## src/rtl/spwm_rate_sched.sv

```systemverilog
// Carrier rate scheduler: generates a square-wave carrier whose half-period
// divider ramps one count at a time toward a commanded target.
module spwm_rate_sched #(
   parameter int DIV_W       = 13,
   parameter int DIV_DEFAULT = 196,
   parameter int DIV_MIN     = 49,
   parameter int STEP_HALF   = 64
) (
   input  logic             clk_in,
   input  logic             reset,
   input  logic             enable,
   input  logic             cmd_valid,
   input  logic [DIV_W-1:0] cmd_div,
   output logic             cmd_ready,
   output logic             car_clk,
   output logic             tick,
   output logic [DIV_W-1:0] cur_div,
   output logic             ramping,
   output logic             cmd_clamped
);

   localparam int                DWELL_W    = (STEP_HALF > 1) ? $clog2(STEP_HALF) : 1;
   localparam logic [DWELL_W-1:0] DWELL_LAST = DWELL_W'(STEP_HALF - 1);
   localparam logic [DIV_W-1:0]   DIV_MIN_V  = DIV_W'(DIV_MIN);
   localparam logic [DIV_W-1:0]   DIV_DEF_V  = DIV_W'(DIV_DEFAULT);

   typedef enum logic [1:0] {IDLE, RUN, RAMP} state_t;

   state_t             state, state_nxt;
   logic [DIV_W-1:0]   cnt, cnt_nxt;
   logic [DIV_W-1:0]   target, target_nxt;
   logic [DIV_W-1:0]   cur_nxt;
   logic [DIV_W-1:0]   req_div;
   logic [DIV_W-1:0]   stepped;
   logic [DWELL_W-1:0] dwell, dwell_nxt;
   logic               car_nxt;
   logic               clamp_nxt;
   logic               accept;
   logic               wrap;

   always_ff @(posedge clk_in or posedge reset) begin
      if (reset) begin
         state       <= IDLE;
         cnt         <= '0;
         dwell       <= '0;
         car_clk     <= 1'b0;
         cmd_clamped <= 1'b0;
         cur_div     <= DIV_DEF_V;
         target      <= DIV_DEF_V;
      end else begin
         state       <= state_nxt;
         cnt         <= cnt_nxt;
         dwell       <= dwell_nxt;
         car_clk     <= car_nxt;
         cmd_clamped <= clamp_nxt;
         cur_div     <= cur_nxt;
         target      <= target_nxt;
      end
   end

   always_comb begin
      state_nxt  = state;
      cnt_nxt    = cnt;
      dwell_nxt  = dwell;
      car_nxt    = car_clk;
      cur_nxt    = cur_div;
      target_nxt = target;

      cmd_ready = (state != RAMP);
      ramping   = (state == RAMP);
      accept    = cmd_valid && cmd_ready;
      req_div   = (cmd_div < DIV_MIN_V) ? DIV_MIN_V : cmd_div;
      clamp_nxt = accept && (cmd_div < DIV_MIN_V);
      wrap      = (state != IDLE) && (cnt == cur_div);
      tick      = wrap;
      stepped   = (cur_div < target) ? cur_div + 1'b1 : cur_div - 1'b1;

      // While stopped there is no carrier to protect, so the divider jumps directly.
      if (accept) begin
         target_nxt = req_div;
         if (state == IDLE) cur_nxt = req_div;
      end

      if (state != IDLE) begin
         if (wrap) begin
            cnt_nxt = '0;
            car_nxt = ~car_clk;
         end else begin
            cnt_nxt = cnt + 1'b1;
         end
      end

      if (!enable) begin
         state_nxt = IDLE;
         cnt_nxt   = '0;
         car_nxt   = 1'b0;
         dwell_nxt = '0;
      end else begin
         case (state)
            IDLE: begin
               cnt_nxt   = '0;
               car_nxt   = 1'b0;
               dwell_nxt = '0;
               state_nxt = (target_nxt == cur_nxt) ? RUN : RAMP;
            end
            RUN: begin
               if (accept && (req_div != cur_div)) state_nxt = RAMP;
            end
            RAMP: begin
               // Divider only moves on a wrap so the running half-period completes intact.
               if (wrap) begin
                  if (dwell == DWELL_LAST) begin
                     cur_nxt   = stepped;
                     dwell_nxt = '0;
                     if (stepped == target) state_nxt = RUN;
                  end else begin
                     dwell_nxt = dwell + 1'b1;
                  end
               end
            end
            default: state_nxt = IDLE;
         endcase
      end
   end

endmodule

```

## config.mk

```make
export PLATFORM = sky130hd
export DESIGN_NAME = spwm_rate_sched
export DESIGN_NICKNAME = d
export VERILOG_FILES = /design/src/rtl/spwm_rate_sched.sv
export SDC_FILE = /design/constraint.sdc
export NUM_CORES = 1
export LEC_CHECK = 0
export ABC_CLOCK_PERIOD_IN_PS = 3800
export CAP_MARGIN = 20
export CORE_MARGIN = 5
export CORE_UTILIZATION = 45
export CTS_CLUSTER_DIAMETER = 80
export DETAILED_ROUTE_END_ITERATION = 12
export HOLD_SLACK_MARGIN = 0.08
export PLACE_DENSITY = 0.76
export REMOVE_ABC_BUFFERS = 1
export SYNTH_ARGS = -nofsm -noshare
export SYNTH_HDL_FRONTEND = slang
export SYNTH_SLANG_ARGS = --single-unit
```

## constraint.sdc

```tcl
create_clock -name clk_in -period 3.8 [get_ports clk_in]
set_clock_uncertainty 0.1 [all_clocks]
set_input_delay 0.76 -clock clk_in [delete_from_list [all_inputs] [get_ports clk_in]]
set_output_delay 0.76 -clock clk_in [all_outputs]
set_load 0.05 [all_outputs]
```

==> reports/qor.txt, run 1 <==
DIE AREA = 11400 µm²
clock insertion delay at the later pin of the skew report = 310 ps
drt first pass iters = 5
Netlist Area Pre-Place = 4210 µm²
Fmax = 258 MHz
CP Class = flop to flop
final critical-path required period = 3870 ps
clock-pin slew on the worst setup and hold paths = 100 ps
most frequent cells in the layout = buf_4, nor2_1, nand2_1
die width = 107 µm
CTS Buffer Depth = 2
Cells after Synth = 496
worst r2r path cells = 16
DRC errors left = 0
worst endpoint data arrival time = 3980 ps
highest cell delay on the worst timing path = 600 ps
ant diodes = 0
predominant post-synthesis flop cell = dfrtp_1
H-Tree Depth = 2
largest net degree at the start of global routing = 50
CP Capture Type = flop
Sink Count = 49
total grt overflow = 0
DP HPWL = 9.24 mm
Tcrit/Tclk final = 1.02
root buffer cell = clkbuf_8
Rel. slew slack = 0.661
Hold Crit Class = flop to flop
Critical Path Start Type = flop
initial drt markers = 386
setup ws final = -72.6 ps
Ys Warns = 0
failing checks = negative setup slack
# hold bufs at CTS = 0
DIE HEIGHT = 107 µm
EDFF count, synth = 0
Fin. Hold Viols = 0
RSZ-0062 raised after global routing = yes
TritonCTS clock tree = built
gr usage total = 0.225
Mean Syn Cell Area = 8.48 µm²
Synth-to-Final Area Change = 35.0%
CP Max Fanout = 2
Max Cap Viol = 0
hold slack final = 401 ps
status = finished, violations left
GPL Wtd Cong = 0.899
most frequent CP cell = nand4_1
Avg WL per Cell = 18.7 µm
worst path cell trace = inv_2, ha_4, o21a_1, o31ai_2, a21oi_2, o21ai_2, buf_4, fa_2, xnor2_2, nor4_1, nand4_1, nor4_1, nand4_1, nor4_4, nand4_1, a32o_1
asr flop ratio synth = 1.00
WHS Path Cells = 1
DR vias = 4272
most common cell after layout, fill and taps aside = buf_4
CP Data Required Time = 3910 ps
ANT nets after route = 0
Seq/Total Area, Yosys = 0.293
slew at the pin closest to its max-slew limit = 507 ps
Final Max Tran Viols = 0
post-synth cell types = 66
Yosys reg bits = 49
first-pass GRT wire length = 20.6 mm
Placement Rows = 35
nets = 640
final wirelength = 13.2 mm
IO Pins = 35
slowest CP cell = fa_2
initial antenna violation count = 0
vias in the first global route = 4098
core footprint = 9200 µm²
PortBufs = 34
number of buffers created by CTS = 5
initial core utilization = 0.457
# setup viols final = 1
vias per inst = 6.03
share of cells above drive strength 1 = 0.263
## cells in the mapped netlist (all sizes together) (6+ instances only)
library cell,number,area share
a21o,8,0.014
a21oi,26,0.031
a31oi,10,0.015
buf,7,0.0098
clkbuf,15,0.013
dfrtp,43,0.26
dfstp,6,0.037
ha,26,0.077
inv,27,0.024
mux2,8,0.022
nand2,47,0.044
nand3,13,0.017
nand4,11,0.018
nor2,54,0.049
nor2b,6,0.0089
nor3,7,0.0083
nor4,13,0.022
o21ai,29,0.035
xnor2,37,0.077
xor2,30,0.062
## critical path: cells and delay by family, from the launching register on
family	cells	cell delay, ps
and+or+nand+nor	6	1260
adders and majority gates	2	840
AOI/OAI and AO/OA	5	710
DFF	1	550
buffers and inverters	2	200
xor gates and xnor gates	1	90
## flip-flops by register name, indices dropped and copies added (netlist names)
signal	cells
target	13
cmd_clamped	1
cnt	13
car_clk	1
cur_div	13
dwell	6
state	2
## area by class of cell
type | count | area, µm²
Clock buffer | 6 | 82.6
Tap cell | 111 | 139
Inverter | 27 | 109
Sequential cell | 49 | 1230
Fill cell | 732 | 3520
Clock inverter | 2 | 37.5
Timing Repair Buffer | 115 | 991
Multi-Input combinational cell | 398 | 3090
## kinds of logic after synthesis
logic type	after synthesis	share of synthesized area
XOR/XNOR	70	0.156
AO/OA/AOI/OAI	115	0.183
flip-flops	49	0.293
adder cells (fa/ha/maj)	27	0.0821
AND/OR/NAND/NOR	174	0.207
multiplexers	12	0.0318
buffers and inverters	49	0.0473
## metrics by stage
step	utilization	instances	cell area [µm²]	worst slack [ps]	setup TNS [ps]
floorplan	-	474	4110	-412	-1220
global placement	0.555	688	5110	-154	-225
detailed placement	0.555	688	5110	-290	-520
CTS	0.596	706	5480	1.31	0
global route	0.617	708	5680	-200	-245
finish	0.617	708	5680	-72.6	-72.6
## per-layer routing
layer  track usage  up-vias  wire length, µm
met1         0.302     2053             5600
met5             0        -                0
met3        0.0331       56             1000
li1              -     1958                -
met4        0.0877        0              614
met2         0.365      205             6030
## worst paths after layout
| check | endpoint | slack (ps) | start |
|---|---|---|---|
| setup reg to reg | state[1] | -70 | target[2] |
| max in group asynchronous | target[6] | 2460 | reset |
| min in group asynchronous | dwell[3] | 570 | reset |
| hold reg to reg | dwell[5] | 400 | dwell[5] |
| hold / removal | dwell[5] | 400 | dwell[5] |
| setup / recovery | state[1] | -70 | target[2] |
## timing repair
action / in CTS / in global routing
gates resized for setup: 32 / 31
setup buffers: 11 / 2
pin swaps: 25 / 20
gates cloned: 0 / 0
setup endpoints to repair: 3 / 5
endpoints found under the hold margin: 0 / 0
Power of run 1 is not shown: default switching activity piles up to over one toggle a cycle in this logic, so the estimate is an artifact.
==> run 2, diff against run 1 <==
--- a/config.mk
+++ b/config.mk
@@ -5,7 +5,6 @@
 export SDC_FILE = /design/constraint.sdc
 export NUM_CORES = 1
 export LEC_CHECK = 0
-export ABC_CLOCK_PERIOD_IN_PS = 3800
 export CAP_MARGIN = 20
 export CORE_MARGIN = 5
 export CORE_UTILIZATION = 45
==> constraint.sdc (replaced) <==
create_clock -name clk_in -period 3.8 [get_ports clk_in]
set_clock_uncertainty 0.1 [all_clocks]
set_input_delay 0.57 -clock clk_in [delete_from_list [all_inputs] [get_ports clk_in]]
set_output_delay 0.57 -clock clk_in [all_outputs]
set_load 0.05 [all_outputs]
==> reports/qor.txt, run 2 (synthesized netlist as in run 1, its figures left out) <==
DIE AREA = 11400 µm²
largest net degree at the start of global routing = 50
IO Pins = 35
H-Tree Depth = 2
failing checks = negative setup slack
ANT nets after route = 0
vias per inst = 5.98
status = finished, violations left
Final Max Tran Viols = 0
ant diodes = 0
clock-pin slew on the worst setup and hold paths = 100 ps
Rel. slew slack = 0.613
CP Data Required Time = 3900 ps
RSZ-0062 raised after global routing = yes
worst endpoint data arrival time = 4010 ps
# hold bufs at CTS = 0
vias in the first global route = 3999
DR vias = 4218
hold slack final = 392 ps
number of buffers created by CTS = 5
nets = 637
# setup viols final = 2
initial core utilization = 0.457
DRC errors left = 0
total grt overflow = 0
TritonCTS clock tree = built
Placement Rows = 35
Tcrit/Tclk final = 1.03
share of cells above drive strength 1 = 0.274
die width = 107 µm
CP Max Fanout = 2
gr usage total = 0.222
slew at the pin closest to its max-slew limit = 574 ps
drt first pass iters = 5
slack of the worst reg-to-reg path = -120 ps
Fin. Hold Viols = 0
PortBufs = 34
Largest regs = cnt (13), cur_div (13), target (13)
most common cell after layout, fill and taps aside = buf_4
GPL Wtd Cong = 0.922
most frequent cells in the layout = buf_4, nor2_1, nand2_1
initial drt markers = 365
final critical-path required period = 3920 ps
first-pass GRT wire length = 20.6 mm
setup ws final = -116 ps
Worst setup startpoint = target[2]
root buffer cell = clkbuf_8
initial antenna violation count = 0
CP Capture Type = flop
Max Cap Viol = 0
clock insertion delay at the later pin of the skew report = 300 ps
CP Class = flop to flop
core footprint = 9200 µm²
DP HPWL = 9.36 mm
Avg WL per Cell = 18.9 µm
Sink Count = 49
worst r2r src = target[2]
Critical Path Start Type = flop
Fmax = 255 MHz
DIE HEIGHT = 107 µm
final wirelength = 13.3 mm
Hold Crit Class = input port to async pin
CTS Buffer Depth = 2
Synth-to-Final Area Change = 35.0%
-- run 2: area by class of cell --
cell class | instances | area, µm²
fill | 742 | 3520
multi-input combinational | 398 | 3120
sequential | 49 | 1230
timing repair buffer | 112 | 962
tap | 111 | 139
inverter | 27 | 106
clock buffer | 6 | 82.6
clock inverter | 2 | 37.5
-- run 2: what timing repair did --
| item | in CTS | in global routing |
|---|---|---|
| setup endpoints to repair | 4 | 3 |
| resized for setup | 37 | 28 |
| pin swaps | 20 | 17 |
| gates cloned | 0 | 0 |
| setup buffers | 9 | 3 |
-- run 2: worst max-delay path, cell delays in order, from the launching register on --
cell and delay [ps]:
dfstp_2 560, inv_2 50, ha_4 220, o21a_1 190, o31ai_4 60, a21oi_2 90
o21ai_2 180, buf_4 150, fa_2 460, xnor2_2 180, nor4_2 210, nand4_1 150
nor4_2 310, nand4_1 170, nor4_4 270, nand4_1 190, a32o_1 250
-- run 2: worst paths after layout --
kind | endpoint | depth (start not counted)
worst min register to register | dwell[5] | 1
worst max register to register | state[1] | 16
worst min-delay path | cnt[0] | 2
min in group clk_in | dwell[5] | 1
max in group asynchronous | cur_div[7] | 3
worst max-delay path | state[1] | 16
-- run 2: metal layers --
layer | GRT usage | up-vias | wire, µm | part of all wire
met3 | 0.0470 | 42 | 998 | 0.075
li1 | - | 1951 | - | -
met1 | 0.301 | 2009 | 5590 | 0.42
met4 | 0.0621 | 0 | 402 | 0.030
met2 | 0.360 | 216 | 6310 | 0.47
met5 | 0 | - | 0 | 0
-- run 2: per-stage QoR --
stage	utilization	setup TNS [ps]	std cells	cell area [µm²]	worst slack, ps
after floorplan	-	-1220	474	4110	-412
after global placement	0.553	-283	685	5080	-186
after detailed placement	0.553	-677	685	5080	-345
after CTS	0.597	0	702	5490	4.49
after global routing	0.618	-357	705	5680	-214
final	0.618	-122	705	5680	-116
Power of run 2 is left out for the same reason.
